## src/rtl/mover_ctrl.sv

```systemverilog
// Step-pulse sequencer for a position counter: runs up/down between limit flags,
// either bouncing (optionally up to a reversal limit) or making a single pass.
module mover_ctrl #(
   parameter int SPD_W = 8,
   parameter int CNT_W = 8
) (
   input  logic             clk,
   input  logic             reset,
   input  logic             start,
   input  logic             stop,
   input  logic             modo,
   input  logic [SPD_W-1:0] speed,
   input  logic [CNT_W-1:0] lim,
   input  logic             x_min,
   input  logic             x_max,
   output logic [1:0]       oper,
   output logic             busy,
   output logic             done,
   output logic [CNT_W-1:0] bounces
);

   typedef enum logic [1:0] {IDLE, UP, DOWN, DONE} state_t;

   localparam logic [SPD_W-1:0] PC_ONE  = 1;
   localparam logic [CNT_W-1:0] CNT_ONE = 1;

   state_t           state_q, state_d;
   logic [SPD_W-1:0] pc_q, pc_d;
   logic [1:0]       oper_q, oper_d;
   logic [CNT_W-1:0] bounces_q, bounces_d;

   logic             tick;
   logic [CNT_W-1:0] bnc_inc;
   logic             lim_hit;

   assign tick    = (pc_q == speed);
   assign bnc_inc = (bounces_q == '1) ? bounces_q : bounces_q + CNT_ONE;
   assign lim_hit = (lim != '0) && (bnc_inc == lim);

   always_comb begin
      state_d   = state_q;
      // pc above a freshly lowered speed wraps without producing a tick
      pc_d      = (pc_q >= speed) ? '0 : pc_q + PC_ONE;
      oper_d    = 2'b00;
      bounces_d = bounces_q;
      case (state_q)
         IDLE, DONE: begin
            pc_d = '0;
            if (start) begin
               state_d   = UP;
               bounces_d = '0;
            end
         end
         UP: begin
            if (x_max) begin
               if (modo) begin
                  state_d = DONE;
               end else if (!x_min) begin
                  bounces_d = bnc_inc;
                  state_d   = lim_hit ? DONE : DOWN;
                  pc_d      = '0;
               end
            end else if (tick) begin
               oper_d = 2'b10;
            end
         end
         DOWN: begin
            if (x_min) begin
               if (modo) begin
                  state_d = DONE;
               end else begin
                  bounces_d = bnc_inc;
                  state_d   = lim_hit ? DONE : UP;
                  pc_d      = '0;
               end
            end else if (tick) begin
               oper_d = 2'b01;
            end
         end
         default: state_d = IDLE;
      endcase
      if (stop) begin
         state_d   = IDLE;
         pc_d      = '0;
         oper_d    = 2'b00;
         bounces_d = bounces_q;
      end
   end

   always_ff @(posedge clk or posedge reset) begin
      if (reset) begin
         state_q   <= IDLE;
         pc_q      <= '0;
         oper_q    <= 2'b00;
         bounces_q <= '0;
      end else begin
         state_q   <= state_d;
         pc_q      <= pc_d;
         oper_q    <= oper_d;
         bounces_q <= bounces_d;
      end
   end

   assign oper    = oper_q;
   assign bounces = bounces_q;
   assign busy    = (state_q == UP) || (state_q == DOWN);
   assign done    = (state_q == DONE);

endmodule

```

## config.mk

```make
export PLATFORM = sky130hd
export DESIGN_NAME = mover_ctrl
export DESIGN_NICKNAME = d
export VERILOG_FILES = /design/src/rtl/mover_ctrl.sv
export SDC_FILE = /design/constraint.sdc
export NUM_CORES = 1
export LEC_CHECK = 0
export BUFFER_PORTS_ARGS = -buffer_cell sky130_fd_sc_hd__buf_2
export CORE_MARGIN = 10
export CORE_UTILIZATION = 35
export DETAILED_ROUTE_END_ITERATION = 8
export GPL_ROUTABILITY_DRIVEN = 0
export SLEW_MARGIN = 0
export SYNTH_ARGS = -nofsm -noshare
export SYNTH_HDL_FRONTEND = slang
export SYNTH_SLANG_ARGS = --single-unit
export TNS_END_PERCENT = 50
```

## constraint.sdc

```tcl
create_clock -name clk -period 2.3 [get_ports clk]
set_input_delay 0.575 -clock clk [delete_from_list [all_inputs] [get_ports clk]]
set_output_delay 0.575 -clock clk [all_outputs]
set_load 0.02 [all_outputs]
```

* Yosys cells after proc, flatten, opt, wreduce, memory -nomap -nowiden
Index checks and enable logic that the tools add are counted.
** Storage, ports and cells
- Flip-flop bits (word level) :: 20
- Bits of input ports :: 23
- Output and inout port bits :: 12
** Cells by class
- Add/sub/neg operators :: 2
- Magnitude comparators :: 1
- Equality and inequality tests :: 16
- Multiplexer cells :: 32
- Bitwise operators :: 1
- Reductions and logical operators :: 7
** Operators with widths (count)
- 2-to-1 mux 8 bit :: 14
- one-hot mux 8 bit (3 select lines) :: 2
- 2-to-1 mux 2 bit :: 11
- adder 8 x 1 -> 8 bit (second input constant) :: 2
- == test 8 bit :: 2
- inequality test 2 bit (second input constant) :: 6
- inequality test 3 bit (second input constant) :: 3
- == test 8 bit (second input constant) :: 1
- >= comparator 8 bit :: 1
- nonzero test 8 bit :: 1
- AND reduction 7 bit :: 1
- one-hot mux 2 bit (3 select lines) :: 1
- == test 2 bit (second input constant) :: 2
- inequality test 4 bit (second input constant) :: 1
- one-hot mux 2 bit (2 select lines) :: 1
- AND reduction 4 bit :: 1
- 2-to-1 mux 1 bit :: 3
- == test 2 x 1 -> 1 bit (second input constant) :: 1
- logical NOT 2 bit :: 1
- OR reduction 2 bit :: 1
- logical AND 1 bit :: 1
- logical OR 1 bit :: 1
- inverter 1 bit :: 1

* Longest topological paths before layout
- Depth after elaboration :: 10
- Gate-level depth with buffers :: 8
- Gate-level depth less buffers :: 8

* Worst setup path after synthesis
No wires, ideal clock.
- Kind :: flip-flop to flip-flop
- From :: reg bounces_q[0], in the netlist bounces[0]
- To :: reg state_q[0]
- Library setup time :: 0.111 ns
- Arrival :: 2.166 ns
- Data required time :: 2.189 ns
- Path slack :: 0.023 ns
- Stages on the path, launching flop included :: 9
- Path buffers :: 1
- Cell sequence :: dfrtp_1 -> ha_1 -> buf_2 -> nand4_1 -> or3_1 -> a21o_1 -> a221oi_2 -> nand4_1 -> a2111oi_2
** On the way
- Longest elaborated chain between the ends :: 10
- Elaborated cells between the ends (all ways) :: 11
- Those cells by class :: 1 x add/sub; 2 x eq/ne; 7 x mux; 1 x reduce/logical
** Ends and longest elaborated chain
- start: declaration :: RTL line 30 : logic [CNT_W-1:0] bounces_q, bounces_d;
- start signal: assignment :: RTL line 100 : bounces_q <= bounces_d;
- adder 8 x 1 -> 8 bit or == test 8 bit (tied branches) :: RTL line 37 : assign bnc_inc = (bounces_q == '1) ? bounces_q : bounces_q + CNT_ONE;
- 2-to-1 mux 8 bit (*) :: RTL line 37
- == test 8 bit (*) :: RTL line 38 : assign lim_hit = (lim != '0) && (bnc_inc == lim);
- logical AND 1 bit (*) :: RTL line 38
- 2-to-1 mux 1 bit (*) :: RTL line 60 : state_d = lim_hit ? DONE : DOWN;
- 2-to-1 mux 2 bit (*) :: RTL line 58 : end else if (!x_min) begin
- 2-to-1 mux 2 bit (*) :: RTL line 56 : if (modo) begin
- 2-to-1 mux 2 bit (*) :: RTL line 55 : if (x_max) begin
- one-hot mux 2 bit (3 select lines) (*) :: RTL line 46 : case (state_q)
- 2-to-1 mux 2 bit (*) :: RTL line 82 : if (stop) begin
- end signal: assignment :: RTL line 97 : state_q <= state_d;
- end: declaration :: RTL line 27 : state_t state_q, state_d;
Every way passes the cells marked *; elsewhere a longest branch is shown, timed or not. The select of a mux whose other input is x is not followed.
A chain may end at the register's enable or synchronous reset.

* Worst setup path in the final report
- From :: reg bounces_q[2], in the netlist bounces[2]
- To :: reg state_q[0]
The elaborated chain is that of the path after synthesis.

==> results.txt <==
Total Wirelength - 3.92 mm
Rows - 24
Mapped Area - 0.00162 sq mm
Global-route wire length before repair - 6.65 mm
Synth-to-Final Area Change - 20.9%
Switching Fraction - 36.7%
Initial core utilization - 36.6%
Total clock sinks - 20
Leak - 0.930 nW
Final period utilization - 91.9%
Via density - 5.27
Setup CP Type - reg -> reg
Worst-Margin Slew - 0.528 ns
Placed Cells - 280
PD cells - 600 mW/mm^2
Cells after Synth - 190
WL/cell - 13.8 um
Sequential power share - 34.3%
Data required time of the critical path - 2.45 ns
Largest net degree at the start of global routing - 21
Max Buffers Root-to-Sink - 2
Worst Clk Skew - 0.00272 ns
Layout fillers - 450
Clk slew on worst S/H paths - 0.07 ns
Vias in the first global route - 1,420
Post-synth EDFFs - 0
Min Tclk post-route - 2.11 ns
Initial DRC count - 98
Slew HR - 63.9%
Crit path largest cell delay - 0.48 ns
Internal - 0.000743 W
Die span in x - 88.0 um
Crit end category - flop
Seq/Total Area, Yosys - 31.0%
CTS Hold Bufs - 0
Post-DP HPWL - 3.14 mm
TritonCTS Buffers - 3
Max Clk Rate - 0.473 GHz
Max-Cap Viols - 0
Via count - 1,497
Post-synth cell types - 50
Root buf cell - clkbuf_8
Die span in y - 88.0 um
Residual DRC - 0
Combinational share of power - 43.0%
Post-CTS setup buffer count - 0
Sw Pwr - 0.000430 W
Proportion of layout cells with a drive suffix above 1 - 24.6%
Final hold vios - 0
Status - complete, no violations
Synth Warn # - 0
Fin Hold WS - 0.330 ns
Clock share of power - 22.7%
Setup TNS - 0 ns
Peak VDD IR - 305 uV
Met3 Wirelength - 197 um
WP buf/inv - 0
Total gr overflow - 0
Cell family with the largest share of critical-path delay - simple AND/OR/NAND/NOR gates
DRT antenna net count - 0
Async SR Flop Fraction - 100%
Met2 routed WL - 1.85 mm
Worst path slowest cell - dfrtp_1
Die area - 0.00774 sq mm
Final setup vio count - 0
M1 WL - 1.86 mm
PortBufs - 34
Antenna fix cells - 0
Hold WC Path Type - in -> async
Nets - 269
CP cell instances - and4_4 -> and4_1 -> mux2i_1 -> a221oi_2 -> nand4_1 -> a2111oi_2
Core box area - 0.00441 sq mm
Unrepaired setup endpoints after global routing - no
Final std cells w/o fill - 284
First-pass DRT Iterations - 4
Critical-path maximum fanout - 9
Clk_lat worst skew - 0.26 ns
Mapped Nets - 226
Max H-tree Level - 1
Initial antenna violation count - 0
Dominant synthesized flop cell - dfrtp_1
Ports - 35
Highest routed layer - met4
Mean Syn Cell Area - 8.51 sq um
CTS tree - done
GRT Total Usage - 10.3%
Synth Register Bits - 20
Max Slew Vio Count - 0
Post-CTS Resized - 0
Critical path data arrival time - 2.27 ns
Startpoint class of the critical path - flop
through the flow:
step           cell area (sq um)  util (%)  power, W  worst slack [ns]
2_1_floorplan               1620         -  0.000746            0.0230
3_3_place_gp                1900      43.0  0.000917             0.205
3_5_place_dp                1900      43.0  0.000914             0.175
4_1_cts                     1950      44.3   0.00119             0.161
5_1_grt                     1950      44.3   0.00126            0.0114
6_report                    1950      44.3   0.00117             0.186
routing by layer:
metal	GRT usage, %	vias to the layer above
met2	16.5	27
li1	-	784
met1	13.5	684
met3	3.16	2
met4	1.74	0
met5	0	-
power groups by stage:
stage	Sequential (W)	Clock [W]	Combinational (W)
after floorplan	0.000436	0	0.000310
after global placement	0.000408	0	0.000508
after detailed placement	0.000409	0	0.000504
after CTS	0.000402	0.000279	0.000508
after global routing	0.000409	0.000292	0.000562
final	0.000402	0.000267	0.000504
placed cells by master, fill, tap and decap left out, types with 3 or more instances in the layout:
master,instances
xnor2_1,5
nor3_1,5
xor2_1,9
nand2b_1,3
nand3_1,12
a21oi_1,15
inv_1,14
buf_2,34
dfrtp_1,20
buf_4,12
mux2i_1,3
nand2_1,7
nor4_1,6
ha_1,13
nand4_1,4
nor2b_1,3
o21ai_0,8
nor2_1,17
and3_1,4
clkbuf_8,4
synthesized netlist by cell type, types with 2 or more instances:
cell type / instances / area [sq um]
nor4_1: 6 / 37.5
xor2_1: 9 / 78.8
nand2b_1: 3 / 18.8
inv_1: 14 / 52.6
xnor2_1: 5 / 43.8
nor3_1: 5 / 25.0
o21ai_0: 8 / 40.0
buf_2: 4 / 20.0
clkbuf_1: 2 / 7.51
nor2b_1: 3 / 18.8
dfrtp_1: 20 / 500
ha_1: 13 / 163
o22a_1: 2 / 17.5
a41oi_1: 2 / 17.5
nand3_1: 12 / 60.1
mux2i_1: 3 / 30.0
o21ai_1: 2 / 10.0
buf_4: 2 / 15.0
and4_1: 2 / 17.5
and3_1: 4 / 25.0
nor2_1: 17 / 63.8
a21oi_1: 15 / 75.1
nand2_1: 7 / 26.3
nand4_1: 4 / 25.0
cells by family after synthesis:
logic type / Yosys count / share of synthesized area [%]
fa+ha+maj: 13 / 10.1
flops: 20 / 31.0
xor+xnor: 14 / 7.59
compound gates: 46 / 19.4
buf+inv: 23 / 6.11
simple gates: 70 / 23.3
mux: 4 / 2.55
flip-flops by register name (all words and copies together) (netlist names):
name	cells
pc_q	8
oper	2
state_q	2
bounces	8
area by class of cell:
class	count	area, sq um	share of cell area, %
tap	52	65.1	3.33
inverter	15	56.3	2.88
multi-input combinational	147	1020	52.0
sequential	20	500	25.6
clock buffer	4	55.1	2.82
timing repair buffer	46	260	13.3
worst register-to-register path, cell delays in order (launching register included):
cell	delay, ns
dfrtp_1	0.48
and4_4	0.30
and4_1	0.33
mux2i_1	0.13
a221oi_2	0.27
nand4_1	0.19
a2111oi_2	0.32
worst paths after layout:
check | from | to | slack, ns | depth (start not counted)
max in group asynchronous | reset | pc_q[2] | 1.76 | 3
min in group clk | pc_q[0] | pc_q[0] | 0.54 | 1
max reg2reg | bounces[2] | state_q[0] | 0.19 | 6
min | reset | pc_q[3] | 0.33 | 3
min reg2reg | pc_q[0] | pc_q[0] | 0.54 | 1
max | bounces[2] | state_q[0] | 0.19 | 6
Note: power is estimated with default switching activity, not from simulation.
